[config.mk]
export PLATFORM = sky130hd
export DESIGN_NAME = mux16_rr_arbiter
export DESIGN_NICKNAME = d
export VERILOG_FILES = /design/src/rtl/mux16_arb_pkg.sv /design/src/rtl/mux16.sv /design/src/rtl/mux16_rr_arbiter_rr_pick16.sv /design/src/rtl/mux16_rr_arbiter.sv
export SDC_FILE = /design/constraint.sdc
export NUM_CORES = 1
export LEC_CHECK = 0
export BUFFER_PORTS_ARGS = -buffer_cell sky130_fd_sc_hd__buf_2
export CAP_MARGIN = 20
export CORE_MARGIN = 4
export CORE_UTILIZATION = 56
export CTS_CLUSTER_DIAMETER = 40
export DETAILED_ROUTE_END_ITERATION = 10
export PLACE_DENSITY_LB_ADDON = 0.12
export REMOVE_ABC_BUFFERS = 1
export SLEW_MARGIN = 20
export SYNTH_ARGS = -nofsm -noshare
export SYNTH_HDL_FRONTEND = slang
export SYNTH_SLANG_ARGS = --single-unit
[constraint.sdc]
create_clock -name clk -period 4.09 [get_ports clk]
set_input_delay 0.818 -clock clk [delete_from_list [all_inputs] [get_ports clk]]
set_output_delay 0.818 -clock clk [all_outputs]
set_load 0.02 [all_outputs]
[src/rtl/mux16_arb_pkg.sv]
// Shared types and helpers for the 16-way round-robin mux arbiter.
// Optional burst mode is selected elsewhere by MUX16_ARB_BURST_EN.
package mux16_arb_pkg;

  localparam int N_REQ = 16;
  localparam int SEL_W = 4;

  typedef enum logic {
    ST_IDLE,
    ST_BUSY
  } state_t;

  function automatic logic [N_REQ-1:0] idx_to_onehot(input logic [SEL_W-1:0] idx);
    logic [N_REQ-1:0] oh;
    oh      = '0;
    oh[idx] = 1'b1;
    return oh;
  endfunction

endpackage

[src/rtl/mux16.sv]
// 16:1 single-bit mux tree driven by the arbiter's registered select.
module mux16 (
  input  logic [15:0] a,
  input  logic [3:0]  s,
  output logic        y
);

  assign y = a[s];

endmodule

[src/rtl/mux16_rr_arbiter_rr_pick16.sv]
// Combinational round-robin picker: first set bit at or above ptr, wrapping 15->0.
module rr_pick16
  import mux16_arb_pkg::*;
(
  input  logic [N_REQ-1:0] cand,
  input  logic [SEL_W-1:0] ptr,
  output logic [SEL_W-1:0] idx,
  output logic             any
);

  logic [2*N_REQ-1:0] dbl;
  logic [N_REQ-1:0]   rot;

  // Rotate so that bit 0 of rot corresponds to candidate ptr.
  assign dbl = {cand, cand} >> ptr;
  assign rot = dbl[N_REQ-1:0];
  assign any = |cand;

  always_comb begin
    idx = '0;
    for (int i = N_REQ - 1; i >= 0; i--) begin
      if (rot[i]) begin
        idx = ptr + SEL_W'(i);
      end
    end
  end

endmodule

[src/rtl/mux16_rr_arbiter.sv]
// Round-robin arbiter owning the select of a 16:1 bit mux, with valid/ready output.
// Define MUX16_ARB_BURST_EN to let a winner keep the grant for up to BURST_LEN beats.
module mux16_rr_arbiter
  import mux16_arb_pkg::*;
#(
  parameter int BURST_LEN = 4
) (
  input  logic             clk,
  input  logic             rst_n,
  input  logic [N_REQ-1:0] req,
  input  logic [N_REQ-1:0] din,
  input  logic             out_ready,
  output logic             out_valid,
  output logic             out_data,
  output logic [SEL_W-1:0] out_sel,
  output logic [N_REQ-1:0] grant,
  output logic [N_REQ-1:0] ack
);

  if (BURST_LEN < 1 || BURST_LEN > 16) begin : g_bad_burst_len
    $error("BURST_LEN must be in 1..16");
  end

  state_t           state_reg;
  logic [SEL_W-1:0] ptr_reg;
  logic [SEL_W-1:0] out_sel_reg;

  logic             busy;
  logic             handshake;
  logic             burst_hold;
  logic             rearb;
  logic [N_REQ-1:0] sel_oh;
  logic [N_REQ-1:0] cand;
  logic [SEL_W-1:0] pick_ptr;
  logic [SEL_W-1:0] pick_idx;
  logic             pick_any;

  assign busy      = (state_reg == ST_BUSY);
  assign handshake = busy & out_ready;
  assign sel_oh    = idx_to_onehot(out_sel_reg);

  // One picker serves both paths: raw req from ptr in IDLE, masked req from
  // the slot after the current winner on a handshake.
  assign cand     = busy ? (req & ~sel_oh) : req;
  assign pick_ptr = busy ? out_sel_reg + SEL_W'(1) : ptr_reg;

  rr_pick16 u_pick (
    .cand (cand),
    .ptr  (pick_ptr),
    .idx  (pick_idx),
    .any  (pick_any)
  );

`ifdef MUX16_ARB_BURST_EN
  logic [SEL_W-1:0] beat_cnt_reg;

  assign burst_hold = req[out_sel_reg] && (int'(beat_cnt_reg) < BURST_LEN - 1);

  always_ff @(posedge clk or negedge rst_n) begin
    if (!rst_n) begin
      beat_cnt_reg <= '0;
    end else if (state_reg == ST_IDLE || rearb) begin
      beat_cnt_reg <= '0;
    end else if (handshake) begin
      beat_cnt_reg <= beat_cnt_reg + SEL_W'(1);
    end
  end
`else
  assign burst_hold = 1'b0;
`endif

  assign rearb = handshake & ~burst_hold;

  always_ff @(posedge clk or negedge rst_n) begin
    if (!rst_n) begin
      state_reg   <= ST_IDLE;
      ptr_reg     <= '0;
      out_sel_reg <= '0;
    end else begin
      case (state_reg)
        ST_IDLE: begin
          if (pick_any) begin
            out_sel_reg <= pick_idx;
            state_reg   <= ST_BUSY;
          end
        end
        ST_BUSY: begin
          // The grant is held through backpressure even if req drops.
          if (rearb) begin
            ptr_reg <= out_sel_reg + SEL_W'(1);
            if (pick_any) begin
              out_sel_reg <= pick_idx;
            end else begin
              state_reg <= ST_IDLE;
            end
          end
        end
        default: state_reg <= ST_IDLE;
      endcase
    end
  end

  mux16 u_mux (
    .a (din),
    .s (out_sel_reg),
    .y (out_data)
  );

  assign out_valid = busy;
  assign out_sel   = out_sel_reg;
  assign grant     = busy ? sel_oh : '0;
  assign ack       = grant & {N_REQ{out_ready}};

endmodule

== Word-level counts from Yosys, hierarchy flattened ==
Index checks and enable logic that the tools add are counted.
Storage, ports and cells
  register bits: 9
  bits of input ports: 35
  output and inout bits: 38
  logic and storage cells: 60
Cells by class
  $add $sub $neg: 16
  $lt $le $gt $ge: 2
  equality and inequality tests: 1
  shift operators: 1
  multiplexer cells: 29
  bitwise gates (word level): 5
  reduce and logical (&&, ||, !) cells: 3
Operator list (number)
  $mux W4: 19
  $add A4 B4 Y4 const B: 8
  $and A16 B16 Y16: 2
  $mux W16: 2
  $shr A32 B4 Y16: 1
  $add A4 B3 Y4 const B: 4
  $not A16 Y16: 1
  $reduce_or A16 Y1: 1
  $add A4 B1 Y4 const B: 2
  $add A4 B2 Y4 const B: 2
  $pmux W4 S2: 1
  $lt A4 B5 Y1 const B: 1
  $bmux W1 S4: 1
  $demux W1 S4: 1
  $ge A4 B1 Y1 const B: 1
  $mux W1: 4
  $ne A2 B1 Y1 const B: 1
  $pmux W1 S2: 1
  $reduce_and A2 Y1: 1
  $and A1 B1 Y1: 1
  $logic_and A1 B1 Y1: 1
  $not A1 Y1: 1

== Logic depth before layout (Yosys ltp) ==
  depth in word-level cells: 27
  depth in mapped cells: 17
  depth with buffers taken out: 13

== Cells and area by module ==
A second synthesis with hierarchy kept.
Second synthesis, totals
  cell total of the unflattened synthesis: 368
  area, all modules: 3066.7 µm²
Modules (own cells, without submodules)
  rr_pick16: times used 1, cells each 263, area each 2149.6 µm², seq. area each 0.0 µm²
  mux16_rr_arbiter: times used 1, cells each 98, area each 782.0 µm², seq. area each 225.2 µm²
  mux16: times used 1, cells each 7, area each 135.1 µm², seq. area each 0.0 µm²

== Least setup slack after synthesis ==
Ideal clock, no wire load.
  path type: register to register
  from: register out_sel_reg[0], in the netlist out_sel[0]
  to: register out_sel_reg[3], in the netlist out_sel[3]
  setup time: 127 ps
  arrival time: 3467 ps
  required time: 3963 ps
  setup slack: 496 ps
  cell stages (with the launch flop): 16
  path buffers: 2
  clock period less this slack: 3594 ps
  cells stage by stage: dfrtp_1 -> buf_2 -> inv_1 -> ha_1 -> mux2i_2 -> inv_2 -> buf_6 -> a21oi_2 -> a21oi_1 -> mux2_2 -> mux4_2 -> a21oi_2 -> o31ai_1 -> a2111o_1 -> a311oi_1 -> o21ai_1
Between the ends
  word-level cells in the longest chain between the ends: 27
  elaborated cells on any way between the ends: 46
  classes of those cells: add/sub (16); order compare (2); shift (1); mux (23); bitwise (2); reduce/logical (2)
RTL lines
  start, declared: line mux16_rr_arbiter.sv:26  | logic [SEL_W-1:0] out_sel_reg;
  start signal, assigned: line mux16_rr_arbiter.sv:83  | out_sel_reg <= pick_idx;
  start signal, assigned: line mux16_rr_arbiter.sv:92  | out_sel_reg <= pick_idx;
  $lt A4 B5 Y1 (implied by the code) / $ge A4 B1 Y1 (equally long branches): line mux16_arb_pkg.sv:16  | oh[idx] = 1'b1;
  $logic_and A1 B1 Y1 (implied by the code): line mux16_arb_pkg.sv:16
  $mux W1 (implied by the code): line mux16_arb_pkg.sv:16
  $demux W1 S4: line mux16_arb_pkg.sv:16
  $not A16 Y16: line mux16_rr_arbiter.sv:44  | assign cand = busy ? (req & ~sel_oh) : req;
  $and A16 B16 Y16: line mux16_rr_arbiter.sv:44
  $mux W16: line mux16_rr_arbiter.sv:44
  $shr A32 B4 Y16: line mux16_rr_arbiter_rr_pick16.sv:15  | assign dbl = {cand, cand} >> ptr;
  $mux W4 (16 in a row): line mux16_rr_arbiter_rr_pick16.sv:22  | if (rot[i]) begin
  $mux W4 *: line mux16_rr_arbiter.sv:82, mux16_rr_arbiter.sv:91
  $mux W4: line mux16_rr_arbiter.sv:89  | if (rearb) begin
  $pmux W4 S2 *: line mux16_rr_arbiter.sv:80  | case (state_reg)
Mark *: on every way between the ends. The rest lies on a longest branch, timed or not. The select of a mux whose other input is x is not followed.
A chain may end at the register's enable or synchronous reset.

== Final worst setup path ==
  from: register out_sel_reg[2], in the netlist out_sel[2]
  to: register out_sel_reg[3], in the netlist out_sel[3]
Same word-level chain as after synthesis.

==> results.toml <==
[die]
initial_utilization_pct = 57.7
die-area_um2 = 6950
coreArea_um2 = 5510
die_w_um = 83.3
pin_count = 73
rows = 27
die_h_um = 83.3

[cells_and_area]
drive_above_1_share_pct = 28.4
nNetsFinal = 536
syn2layout_area_growth_pct = 14.2
final_core_util_pct = 65.9
n_antenna_cell = 0

[worst_setup_path]
start_kind = "register"
critical_path_class = "register to register"
worstPathRequired_ps = 4200
cp-end-kind = "register"
critPathMaxFanout = 20
crit_arrival_ps = 3790

[route]
routed_wl_mm = 11.3
drtAntennaViolNets = 0
drc = 0
vias_per_cell = 6.83
via_count = 3831
drt_iter0_markers = 493
first_pass_iters = 5
wl_per_cell_um = 20.1

[sta]
period_share_pct = 89.8
finalSetupViolCount = 0
hold_viol = 0
period_minus_slack_ps = 3670
worst_clock_skew_ps = 1.32
grt_setup_unrepaired = "no"
slew_viol_final = 0
fmax_ghz = 0.272
slew_headroom_pct = 61.3
tightest_slew_ps = 565

[yosys]
synth_edf_count = 0
synth_area_leaders = "mux4_2 7.8%, dfrtp_1 7.1%, mux2i_1 6.6%"
yosys_warnings = 0
ys_ff_latch = 9
ys_async_sr_fraction_pct = 100
synth.avg_cell_area_um2 = 7.50
yosys-top-cells-count = "35 x nand2_1, 31 x nand3_1, 31 x nor2_1, 26 x a21oi_1, 21 x mux2i_1"
syn_area_um2 = 3180
synth.most_common_cell = "nand2_1"
yosysTopAreaCell = "mux4_2"
seq_area_frac_synth_pct = 7.08
synth_cell_types = 75
synth_cells = 424
synth_ff_type = "dfrtp_1"
synth_top_area_share_pct = 7.79

[cts]
clkLatencyLatePin_ps = 240
numCtsBuffers = 3
clockBufferDepth = 2
ctsResizeCount = 0
cts_tree = "built"
htreeDepth = 1
clockRootBuffer = "clkbuf_8"
ctsHoldBuffers = 0
cts_sinks = 9
cts.clk_slew.worst_paths_ps = 50
cts_setup_buffers = 0

[run]
cap_violations = 0

[outcome]
outcome = "finished clean"

[grt]
grt_pass1_vias = 3608
track_usage_pct = 31.3
grt_remaining_overflow = 0
grt_max_degree = 31
antenna_found_initial = 0
grt_pass1_wl_mm = 18.0

[place]
port_buffers = 72
hpwl_mm = 8.95
gp_congestion = 1.08

[hold_path]
hp-class = "input pin to asynchronous set/reset pin"
metal layers:
metal | vias up | share of wire (%) | track usage [%]
li1 | 1758 | - | -
met1 | 1801 | 41 | 41.8
met2 | 238 | 47 | 50.3
met3 | 34 | 9.8 | 6.45
met4 | 0 | 2.5 | 9.81
met5 | - | 0 | 0
cell usage in the layout (no fill, tap or decap), types with 14 or more instances in the layout:
master	instances
buf_4	23
o21ai_0	18
nand2_1	35
nand3_1	31
mux2i_1	21
buf_2	72
inv_1	18
a21oi_1	26
o21ai_1	14
o211ai_1	18
nor2_1	31
cells by family (layout without fill, tap and decap cells):
kind of cell,after synthesis,count (layout),share of synthesized area [%]
xor+xnor,9,9,2.48
mux,46,46,19.4
buf+inv,55,120,9.33
compound gates,138,138,30.1
fa+ha+maj,11,11,4.33
flops,9,9,7.08
simple gates,156,156,27.2
path summary, 6_finish.rpt:
| kind | startpoint | end | slack, ps | cells after the start |
|---|---|---|---|---|
| min in group clk | ptr_reg[0]$_DFFE_PN0P_ | ptr_reg[0]$_DFFE_PN0P_ | 520 | 2 |
| worst max register to register | out_sel[2]$_DFFE_PN0P_ | out_sel[3]$_DFFE_PN0P_ | 420 | 10 |
| worst min-delay path | rst_n | ptr_reg[3]$_DFFE_PN0P_ | 420 | 1 |
| worst max-delay path | out_sel[2]$_DFFE_PN0P_ | out_sel[3]$_DFFE_PN0P_ | 420 | 10 |
| worst min register to register | ptr_reg[0]$_DFFE_PN0P_ | ptr_reg[0]$_DFFE_PN0P_ | 520 | 2 |
| max in group asynchronous | rst_n | ptr_reg[1]$_DFFE_PN0P_ | 3490 | 1 |
area by class of cell:
type	instances	area (µm²)
Timing Repair Buffer	95	533
Inverter	21	78.8
Tap cell	72	90.1
Sequential cell	9	225
Multi-Input combinational cell	360	2660
Fill cell	514	1880
Clock buffer	4	45.0
stage by stage:
stage	worst slack, ps	area (µm²)	setup TNS, ps	hold WS, ps	std cells
finish	416	3630	0	419	561
global route	169	3630	0	439	561
CTS	466	3630	0	425	561
floorplan	-292	2960	-621	451	390
detailed placement	468	3580	0	506	557
global placement	616	3580	0	467	557
critical path: stages (launching register included):
cell and delay (ps):
dfrtp_1 700, and3_1 340, mux2i_1 310, nand2_1 340, o211ai_1 180, o21ai_1 200, o21ai_1 460, o311ai_0 230
a2111o_1 330, a311oi_1 320, o21ai_1 140
Power is left out: the tool's default activity adds up to more than one toggle a clock period on the data nets, which glitch-free logic cannot reach.
